## src/rtl/pc_sequencer.sv

```systemverilog
// Program-counter unit with stall, circular return stack, and a single-level
// interrupt that saves the architectural next pc into epc.
module pc_sequencer #(
    parameter int                    ADDR_WIDTH   = 32,
    parameter logic [ADDR_WIDTH-1:0] RESET_VECTOR = '0,
    parameter logic [ADDR_WIDTH-1:0] IRQ_VECTOR   = ADDR_WIDTH'(16),
    parameter int                    STACK_DEPTH  = 8
) (
    input  logic                             clk,
    input  logic                             reset,
    input  logic                             stall,
    input  logic                             branch,
    input  logic                             cond,
    input  logic                             jump,
    input  logic                             call,
    input  logic                             ret,
    input  logic                             iret,
    input  logic [ADDR_WIDTH-1:0]            target,
    input  logic                             irq,
    output logic [ADDR_WIDTH-1:0]            pc,
    output logic                             irq_ack,
    output logic                             in_irq,
    output logic [$clog2(STACK_DEPTH):0]     depth,
    output logic                             overflow,
    output logic                             underflow
);

    localparam int PW = $clog2(STACK_DEPTH);
    localparam int DW = PW + 1;
    localparam logic [DW-1:0] FULL = DW'(STACK_DEPTH);

    logic [ADDR_WIDTH-1:0] stack_q [STACK_DEPTH];

    logic [ADDR_WIDTH-1:0] pc_q, pc_d;
    logic [ADDR_WIDTH-1:0] epc_q, epc_d;
    logic [PW-1:0]         sp_q, sp_d;
    logic [DW-1:0]         depth_q, depth_d;
    logic                  in_irq_q, in_irq_d;
    logic                  irq_ack_q, irq_ack_d;
    logic                  overflow_q, overflow_d;
    logic                  underflow_q, underflow_d;

    logic [ADDR_WIDTH-1:0] seq;
    logic [ADDR_WIDTH-1:0] top;
    logic [ADDR_WIDTH-1:0] nxt;
    logic                  push;
    logic                  take;

    // sp_q points at the next free slot; the top entry sits just below it.
    assign seq = pc_q + ADDR_WIDTH'(1);
    assign top = stack_q[sp_q - PW'(1)];

    always_comb begin
        pc_d        = pc_q;
        epc_d       = epc_q;
        sp_d        = sp_q;
        depth_d     = depth_q;
        in_irq_d    = in_irq_q;
        irq_ack_d   = 1'b0;
        overflow_d  = overflow_q;
        underflow_d = underflow_q;
        nxt         = seq;
        push        = 1'b0;
        take        = 1'b0;

        if (!stall) begin
            if (iret) begin
                if (in_irq_q) begin
                    nxt      = epc_q;
                    in_irq_d = 1'b0;
                end
            end else if (ret) begin
                if (depth_q != '0) begin
                    nxt     = top;
                    sp_d    = sp_q - PW'(1);
                    depth_d = depth_q - DW'(1);
                end else begin
                    underflow_d = 1'b1;
                end
            end else if (call) begin
                // A push onto a full stack overwrites the oldest entry.
                push = 1'b1;
                sp_d = sp_q + PW'(1);
                nxt  = target;
                if (depth_q == FULL) begin
                    overflow_d = 1'b1;
                end else begin
                    depth_d = depth_q + DW'(1);
                end
            end else if (jump || (branch && cond)) begin
                nxt = target;
            end

            take = irq && !in_irq_q && !call && !ret && !iret;
            if (take) begin
                epc_d     = nxt;
                pc_d      = IRQ_VECTOR;
                in_irq_d  = 1'b1;
                irq_ack_d = 1'b1;
            end else begin
                pc_d = nxt;
            end
        end
    end

    always_ff @(posedge clk) begin
        if (reset) begin
            pc_q        <= RESET_VECTOR;
            epc_q       <= '0;
            sp_q        <= '0;
            depth_q     <= '0;
            in_irq_q    <= 1'b0;
            irq_ack_q   <= 1'b0;
            overflow_q  <= 1'b0;
            underflow_q <= 1'b0;
        end else begin
            pc_q        <= pc_d;
            epc_q       <= epc_d;
            sp_q        <= sp_d;
            depth_q     <= depth_d;
            in_irq_q    <= in_irq_d;
            irq_ack_q   <= irq_ack_d;
            overflow_q  <= overflow_d;
            underflow_q <= underflow_d;
        end
    end

    // Stack contents survive reset; only the pointer and depth are cleared.
    always_ff @(posedge clk) begin
        if (!reset && push) begin
            stack_q[sp_q] <= seq;
        end
    end

    assign pc        = pc_q;
    assign irq_ack   = irq_ack_q;
    assign in_irq    = in_irq_q;
    assign depth     = depth_q;
    assign overflow  = overflow_q;
    assign underflow = underflow_q;

endmodule

```

## config.mk

```make
export PLATFORM = sky130hd
export DESIGN_NAME = pc_sequencer
export DESIGN_NICKNAME = d
export VERILOG_FILES = /design/src/rtl/pc_sequencer.sv
export SDC_FILE = /design/constraint.sdc
export NUM_CORES = 1
export LEC_CHECK = 0
export CAP_MARGIN = 5
export CORE_MARGIN = 2
export CORE_UTILIZATION = 40
export CTS_CLUSTER_DIAMETER = 100
export DETAILED_ROUTE_END_ITERATION = 8
export GPL_TIMING_DRIVEN = 0
export PLACE_DENSITY_LB_ADDON = 0.1
export RECOVER_POWER = 50
export SLEW_MARGIN = 20
export SYNTH_ARGS = -nofsm -noshare
export SYNTH_HDL_FRONTEND = slang
export SYNTH_SLANG_ARGS = --single-unit
```

## constraint.sdc

```tcl
create_clock -name clk -period 5.1 [get_ports clk]
set_clock_uncertainty 0.05 [all_clocks]
set_input_delay 1.53 -clock clk [delete_from_list [all_inputs] [get_ports clk]]
set_output_delay 1.53 -clock clk [all_outputs]
set_load 0.1 [all_outputs]
```

==> summary.log, run 1 <==
INFO  run_status     outcome=complete, but fails checks
INFO  run_status     violations=max-capacitance violations, max-slew violations
INFO  sta            slew-limit-headroom=-0.188
INFO  global_route   grt_usage=0.247
INFO  clock_tree     tritoncts.num_buffers=38
INFO  min_path       worst_hold_path_type=flop to flop
INFO  sta            hold-worst-slack=0.417ns
INFO  power_and_ir_drop seqPwrFrac=0.458
INFO  placement      placement.cell_area=0.0161mm²
INFO  global_route   grt_overflow=0
INFO  clock_tree     htree_num_levels=2
INFO  route          post_drt_wl_per_cell=27.6µm
INFO  sta            rsz0062_at_grt=false
INFO  finish         growth_of_design_area_from_synthesis_to_finish=19.9%
INFO  clock_tree     post_cts_setup_inserts=0
INFO  power_and_ir_drop power_switching_share=0.269
INFO  synthesis      post_synth_num_cell_types=67
INFO  placement      placement.io_buffers=77
INFO  synthesis      synth.yosys.seq_area_share=0.637
INFO  sta            post-route-worst-setup-slack=0.524ns
INFO  route          vias_per_cell=5.93
INFO  power_and_ir_drop vdd_ir_drop_max=260µV
INFO  floorplanning  initial_utilization=0.406
INFO  clock_tree     ctsRootBufferMaster=sky130_fd_sc_hd__clkbuf_16
INFO  synthesis      synth.net_count=1117
INFO  synthesis      area_share_of_the_largest_cell_type_after_synthesis=0.533
INFO  synthesis      synth_async_sr_flop_share=0
INFO  sta            setup_viol=0
INFO  floorplanning  dieHeight=194µm
INFO  floorplanning  core=0.0356mm²
INFO  route          dr_total_vias=10000
INFO  synthesis      syn_avg_cell_area=13.5µm²
INFO  synthesis      synth_area_leaders=sky130_fd_sc_hd__edfxtp_1, sky130_fd_sc_hd__dfxtp_1, sky130_fd_sc_hd__mux4_2
INFO  synthesis      synth.largest_area_cell=sky130_fd_sc_hd__edfxtp_1
INFO  finish         final_net_count=1253
INFO  clock_tree     clk_pin_slew_worst_paths=0.06ns
INFO  floorplanning  floorplan.rows=69
INFO  route          postRouteWirelength=46.7mm
INFO  critical_path  crit_fanout=10
INFO  floorplanning  die_footprint=0.0376mm²
INFO  sta            timing.final.crit_share=0.897
INFO  sta            final-max-slew-violation-count=10
INFO  clock_tree     cts_hold_repair.buffers=0
INFO  sta            worstMarginPinSlew=1.76ns
INFO  critical_path  timing.critical_path.from_type=primary input
INFO  placement      detailedPlacementHpwl=32.9mm
INFO  placement      gp_congestion=0.925
INFO  route          dr.pass1.iters=7
INFO  critical_path  setup.worst_path.class=primary input to flop
INFO  job            cap_viol_max_count=1
INFO  synthesis      yosys_warnings=0
INFO  clock_tree     cts_repair_resize_count=0
INFO  route          drt_iter0_markers=1002
INFO  clock_tree     max-clock-path-buffers=3
INFO  global_route   grt_start_max_net_pins=20
INFO  finish         final-instance-count-excl-fill=1692
INFO  clock_tree     insertion_delay=0.53ns
INFO  synthesis      netlist_area_before_placement=0.0144mm²
INFO  power_and_ir_drop power.share.clock=0.406
INFO  critical_path  critPathCaptureType=flop
INFO  synthesis      count_of_flip_flops_with_a_built_in_enable_after_synthesis=256
INFO  placement      pre_cts_slack=0.163ns
INFO  synthesis      synth.top_cells.by_count=sky130_fd_sc_hd__edfxtp_1, sky130_fd_sc_hd__nor2_1, sky130_fd_sc_hd__nand2_1, sky130_fd_sc_hd__dfxtp_1, sky130_fd_sc_hd__o21ai_0
INFO  finish         antenna_cells=0
INFO  sta            hold_violations=0
INFO  power_and_ir_drop share_comb_of_total_power=0.136
INFO  floorplanning  top_level_ports=82
INFO  placement      dp_cells=1626
INFO  finish         finish.utilization=0.487
INFO  finish         drive_above_1_share=0.138
INFO  floorplanning  die_w=194µm
INFO  power_and_ir_drop power.internal=4.78mW
INFO  synthesis      ys.flop_type=sky130_fd_sc_hd__edfxtp_1
INFO  route          detail-route-antenna-nets=0
INFO  critical_path  critical_path_required=5.27ns
INFO  clock_tree     cts_sinks=331
INFO  synthesis      synthMostInstantiatedCell=sky130_fd_sc_hd__edfxtp_1
INFO  clock_tree     tritoncts=done
INFO  power_and_ir_drop netSwitchingPower=1.76mW
INFO  global_route   initial_antenna_violation_count=0
INFO  global_route   first_pass_grt_wire_length=67.8mm
INFO  power_and_ir_drop p_leak=5.81nW
INFO  synthesis      yosys_register_bits=331
INFO  sta            min_clock_period_post_route=4.58ns
INFO  power_and_ir_drop pwr_density_cell=378mW/mm²
INFO  critical_path  cp_data_arrival_time=4.75ns
INFO  synthesis      synthesis.instances=1069
INFO  sta            fmax=0.219GHz
INFO  finish         finalInstanceArea=0.0173mm²
INFO  global_route   vias_in_the_first_global_route=9850
INFO  route          drc=0
==> through the flow <==
stage	setup TNS, ns	total power [mW]
finish	0	6.54
global route	0	6.71
CTS	0	6.57
detailed placement	0	3.94
global placement	-510.47	3.93
floorplan	0	3.61
==> cells by family after synthesis <==
logic type | after synthesis | share of synthesized area
DFF | 331 | 0.637
and+or+nand+nor | 257 | 0.0833
AOI/OAI and AO/OA | 249 | 0.112
muxes | 104 | 0.114
buffers and inverters | 87 | 0.0268
xor gates and xnor gates | 35 | 0.0218
adders and majority gates | 6 | 0.00572
==> placed cells by master, fill, tap and decap left out, types with 20 or more instances in the layout <==
master,n
sky130_fd_sc_hd__clkbuf_1,43
sky130_fd_sc_hd__xnor2_1,25
sky130_fd_sc_hd__mux2i_1,52
sky130_fd_sc_hd__nand3_1,21
sky130_fd_sc_hd__nor2_1,75
sky130_fd_sc_hd__nand2_1,78
sky130_fd_sc_hd__clkbuf_16,39
sky130_fd_sc_hd__dlygate4sd3_1,27
sky130_fd_sc_hd__nand4_1,20
sky130_fd_sc_hd__mux4_2,48
sky130_fd_sc_hd__dfxtp_1,75
sky130_fd_sc_hd__o21ai_0,75
sky130_fd_sc_hd__inv_1,22
sky130_fd_sc_hd__edfxtp_1,256
sky130_fd_sc_hd__a21oi_1,64
sky130_fd_sc_hd__clkdlybuf4s50_1,50
==> worst paths after layout <==
| path | slack [ns] | cells after the start | start | endpoint |
|---|---|---|---|---|
| worst min register to register | 0.42 | 2 | epc_q[22] | epc_q[22] |
| worst max-delay path | 0.52 | 7 | ret | stack_q[0][7] |
| worst max register to register | 0.96 | 7 | depth[0] | pc[19] |
| worst min-delay path | 0.42 | 2 | epc_q[22] | epc_q[22] |
==> flip-flops by register name, summed over array words and instances, names as in the netlist <==
name / flops
depth: 4
in_irq: 1
epc_q: 32
irq_ack: 1
underflow: 1
stack_q: 256
pc: 32
sp_q: 3
overflow: 1
==> worst max-delay path, stage by stage <==
cell and delay (ns):
sky130_fd_sc_hd__dlygate4sd3_1 0.58, sky130_fd_sc_hd__clkbuf_1 0.27, sky130_fd_sc_hd__nor2_1 0.65, sky130_fd_sc_hd__nand4_1 0.47
sky130_fd_sc_hd__nor3_2 0.67, sky130_fd_sc_hd__buf_4 0.32, sky130_fd_sc_hd__buf_4 0.22
==> power groups by stage <==
| stage | Clock [mW] | Sequential, mW | Combinational [mW] |
|---|---|---|---|
| after floorplan | 0 | 3.18 | 0.427 |
| after global placement | 0 | 3.05 | 0.879 |
| after detailed placement | 0 | 3.05 | 0.888 |
| after CTS | 2.68 | 2.99 | 0.891 |
| after global routing | 2.78 | 3.00 | 0.934 |
| final | 2.65 | 3.00 | 0.890 |
==> layout make-up <==
type,count,area [µm²]
buffer,64,295
inverter,23,86.3
clock inverter,21,180
timing repair buffer,96,1080
tap,461,577
clock buffer,45,1010
multi-input combinational,651,4890
fill,3206,18300
sequential,331,9190
==> per-layer routing <==
| layer | track usage | vias up | wire length (µm) |
|---|---|---|---|
| met3 | 0.0407 | 93 | 3180 |
| met5 | 0 | - | 0 |
| met2 | 0.387 | 443 | 21400 |
| met1 | 0.349 | 5081 | 20500 |
| li1 | - | 4424 | - |
| met4 | 0.0870 | 0 | 1650 |
(Power assumes the default switching activity.)
==> run 2, diff against run 1 <==
- CORE_MARGIN: 2 -> 5
- GPL_TIMING_DRIVEN: 0 -> unset
==> summary.log, run 2 (synthesized netlist as in run 1, its figures left out) <==
INFO  global_route   first_pass_grt_wire_length=64.2mm [was 67.8 mm]
INFO  global_route   initial_antenna_violation_count=0 [unchanged]
INFO  placement      placement.io_buffers=81 [was 77]
INFO  placement      detailedPlacementHpwl=28.5mm [was 32.9 mm]
INFO  power_and_ir_drop vdd_ir_drop_max=240µV [was 260 µV]
INFO  critical_path  critical_path_cell_count=7 [unchanged]
INFO  placement      placement.cell_area=0.0159mm² [was 0.0161 mm²]
INFO  sta            hold_violations=0 [unchanged]
INFO  min_path       holdPathStages=2 [unchanged]
INFO  critical_path  crit_path_cell_trace=dlygate4sd3_1 > clkbuf_1 > inv_1 > and3_1 > clkbuf_1 > o21ai_0 > a21oi_1 [was dlygate4sd3_1 > clkbuf_1 > nor2_1 > nand4_1 > nor3_2 > buf_4 > buf_4]
INFO  sta            setup_viol=0 [unchanged]
INFO  run_status     outcome=finished, final reports clean [was complete, but fails checks]
INFO  min_path       worst_hold_path_type=flop to flop [unchanged]
INFO  global_route   grt_start_max_net_pins=49 [was 20]
INFO  power_and_ir_drop p_leak=5.58nW [was 5.81 nW]
INFO  placement      dp_cells=1581 [was 1626]
INFO  sta            slew-limit-headroom=0.0946 [was -0.188]
INFO  critical_path  crit_fanout=30 [was 10]
INFO  critical_path  critPathCaptureType=flop [unchanged]
INFO  global_route   grt_overflow=0 [unchanged]
INFO  critical_path  cp_data_arrival_time=4.69ns [was 4.75 ns]
INFO  critical_path  timing.critical_path.slowest_cell_delay=1.08ns [was 0.67 ns]
INFO  sta            final-max-slew-violation-count=0 [was 10]
INFO  route          route.met2.wl=20.7mm [was 21.4 mm]
INFO  finish         final-instance-count-excl-fill=1649 [was 1692]
INFO  route          dr.pass1.iters=5 [was 7]
INFO  floorplanning  die_footprint=0.0400mm² [was 0.0376 mm²]
INFO  sta            timing.final.crit_share=0.841 [was 0.897]
INFO  sta            min_clock_period_post_route=4.29ns [was 4.58 ns]
INFO  critical_path  critical_path.n_buffers_inverters=4 [unchanged]
INFO  critical_path  worst_r2r_endpoint=epc_q[11] [was pc[19]]
INFO  job            cap_viol_max_count=0 [was 1]
INFO  route          wl_met3=2.75mm [was 3.18 mm]
INFO  global_route   grt_usage=0.217 [was 0.247]
INFO  critical_path  critPathSlowestCell=sky130_fd_sc_hd__and3_1 [was sky130_fd_sc_hd__nor3_2]
INFO  critical_path  setup.worst_path.class=primary input to flop [unchanged]
INFO  floorplanning  die_w=200µm [was 194 µm]
INFO  floorplanning  floorplan.rows=69 [unchanged]
INFO  finish         final_common_cell=sky130_fd_sc_hd__edfxtp_1 [unchanged]
INFO  clock_tree     max-clock-path-buffers=3 [unchanged]
INFO  clock_tree     tritoncts.num_buffers=37 [was 38]
INFO  clock_tree     cts_hold_repair.buffers=0 [unchanged]
INFO  floorplanning  top_level_ports=82 [unchanged]
INFO  clock_tree     insertion_delay=0.52ns [was 0.53 ns]
INFO  floorplanning  initial_utilization=0.406 [unchanged]
INFO  clock_tree     cts_repair_resize_count=0 [unchanged]
INFO  clock_tree     htree_num_levels=2 [unchanged]
INFO  route          drt_iter0_markers=848 [was 1002]
INFO  critical_path  critical_path_required=5.50ns [was 5.27 ns]
INFO  route          detail-route-antenna-nets=0 [unchanged]
INFO  route          postRouteWirelength=43.3mm [was 46.7 mm]
INFO  sta            worstMarginPinSlew=1.36ns [was 1.76 ns]
INFO  route          met1_wl=18.6mm [was 20.5 mm]
INFO  clock_tree     clk_pin_slew_worst_paths=0.06ns [about the same]
INFO  sta            timing.setup.tns=0ns [unchanged]
INFO  clock_tree     post_cts_setup_inserts=0 [unchanged]
INFO  finish         top_library_cells_by_usage_in_the_layout_fill_and_taps_aside=sky130_fd_sc_hd__edfxtp_1, sky130_fd_sc_hd__nand2_1, sky130_fd_sc_hd__clkdlybuf4s50_1 [was sky130_fd_sc_hd__edfxtp_1, sky130_fd_sc_hd__nand2_1, sky130_fd_sc_hd__o21ai_0, sky130_fd_sc_hd__nor2_1, sky130_fd_sc_hd__dfxtp_1]
INFO  finish         final_net_count=1207 [was 1253]
INFO  power_and_ir_drop pwr_density_cell=380mW/mm² [was 378 mW/mm²]
INFO  finish         growth_of_design_area_from_synthesis_to_finish=18.0% [was 19.9%]
INFO  critical_path  worst_case_reg_to_reg_path_depth=8 [was 7]
INFO  finish         regMostFlops=stack_q [unchanged]
INFO  finish         drive_above_1_share=0.132 [was 0.138]
INFO  clock_tree     tritoncts=done [unchanged]
INFO  sta            rsz0062_at_grt=false [unchanged]
INFO  critical_path  timing.critical_path.from_type=primary input [unchanged]
INFO  finish         number_of_flip_flops_in_the_largest_register=256 [unchanged]
INFO  route          drc=0 [unchanged]
INFO  placement      gp_congestion=0.854 [was 0.925]
INFO  sta            fmax=0.233GHz [was 0.219 GHz]
INFO  finish         finalInstanceArea=0.0170mm² [was 0.0173 mm²]
INFO  sta            hold-worst-slack=0.422ns [was 0.417 ns]
INFO  route          dr_total_vias=9636 [was 10000]
INFO  floorplanning  dieHeight=200µm [was 194 µm]
INFO  global_route   vias_in_the_first_global_route=9710 [was 9850]
INFO  route          vias_per_cell=5.84 [was 5.93]
INFO  min_path       hold_path_startpoint=epc_q[22] [unchanged]
INFO  floorplanning  core=0.0356mm² [unchanged]
INFO  finish         antenna_cells=0 [unchanged]
INFO  clock_tree     cts_sinks=331 [unchanged]
INFO  route          post_drt_wl_per_cell=26.2µm [was 27.6 µm]
INFO  clock_tree     ctsRootBufferMaster=sky130_fd_sc_hd__clkbuf_16 [unchanged]
INFO  min_path       hold_crit_endpoint=epc_q[22] [unchanged]
INFO  critical_path  timing.critical_path.max_delay_family=buffers and inverters [was simple AND/OR/NAND/NOR gates]
INFO  route          highest_layer_used_for_signal_routing=met4 [unchanged]
INFO  critical_path  critPathMostFrequentCell=sky130_fd_sc_hd__clkbuf_1 [was sky130_fd_sc_hd__buf_4]
INFO  critical_path  worstReg2RegStart=sp_q[0] [was depth[0]]
INFO  critical_path  r2r_setup_slack=1.39ns [was 0.96 ns]
==> run 2: cell types whose count changed in the layout (fill, tap and decap cells not counted), moves of 8 or more <==
cell | before | now
sky130_fd_sc_hd__buf_4 | 11 | 29
sky130_fd_sc_hd__clkdlybuf4s50_1 | 50 | 76
sky130_fd_sc_hd__dlygate4sd3_1 | 27 | 3
sky130_fd_sc_hd__clkbuf_1 | 43 | 18
sky130_fd_sc_hd__buf_2 | 17 | 1
sky130_fd_sc_hd__clkinv_2 | 11 | 3
==> run 2: worst max-delay path by stage <==
stage	startpoint	slack, ns	endpoint
2_1_floorplan	ret	0.12	stack_q[1][0]
3_3_place_gp	ret	0.83	pc[10]
3_5_place_dp	ret	0.84	pc[10]
4_1_cts	pc[22]	1.15	pc[22]
5_1_grt	ret	0.61	epc_q[6]
6_report	ret	0.81	epc_q[8]
==> run 2: worst register-to-register path: stages, from the launching register on <==
cell and delay [ns]:
sky130_fd_sc_hd__dfxtp_4 0.64, sky130_fd_sc_hd__inv_2 0.25, sky130_fd_sc_hd__ha_4 0.81, sky130_fd_sc_hd__buf_4 0.47
sky130_fd_sc_hd__mux4_2 0.38, sky130_fd_sc_hd__mux2i_1 0.43, sky130_fd_sc_hd__o22ai_1 0.16, sky130_fd_sc_hd__a21oi_1 0.27
sky130_fd_sc_hd__a21oi_1 0.10
==> run 2: layout make-up <==
cell class,count,area [µm²]
clock inverter,14,144
tap,461,577
timing repair buffer,115,1050
sequential,331,9190
clock buffer,54,1040
fill,3170,18500
multi-input combinational,651,4930
inverter,23,86.3
==> run 2: report_power, final <==
group / leakage, nW / switching [mW] / internal (mW)
sequential: 2.94 / 0.0646 / 2.95
clock: 0.573 / 1.04 / 1.57
combinational: 2.07 / 0.562 / 0.279
total: 5.58 / 1.67 / 4.80
==> run 2: per-stage QoR <==
stage / util / total power [mW] / setup WS, ns
finish: 0.479 / 6.47 / 0.810
floorplan: - / 3.61 / 0.116
detailed placement: 0.447 / 3.91 / 0.836
global route: 0.479 / 6.71 / 0.610
CTS: 0.480 / 6.53 / 1.15
global placement: 0.447 / 3.91 / 0.831
==> run 2: per-layer routing <==
metal,vias up,global-route usage
li1,4332,-
met2,352,0.351
met5,-,0
met1,4884,0.302
met4,0,0.0677
met3,68,0.0378
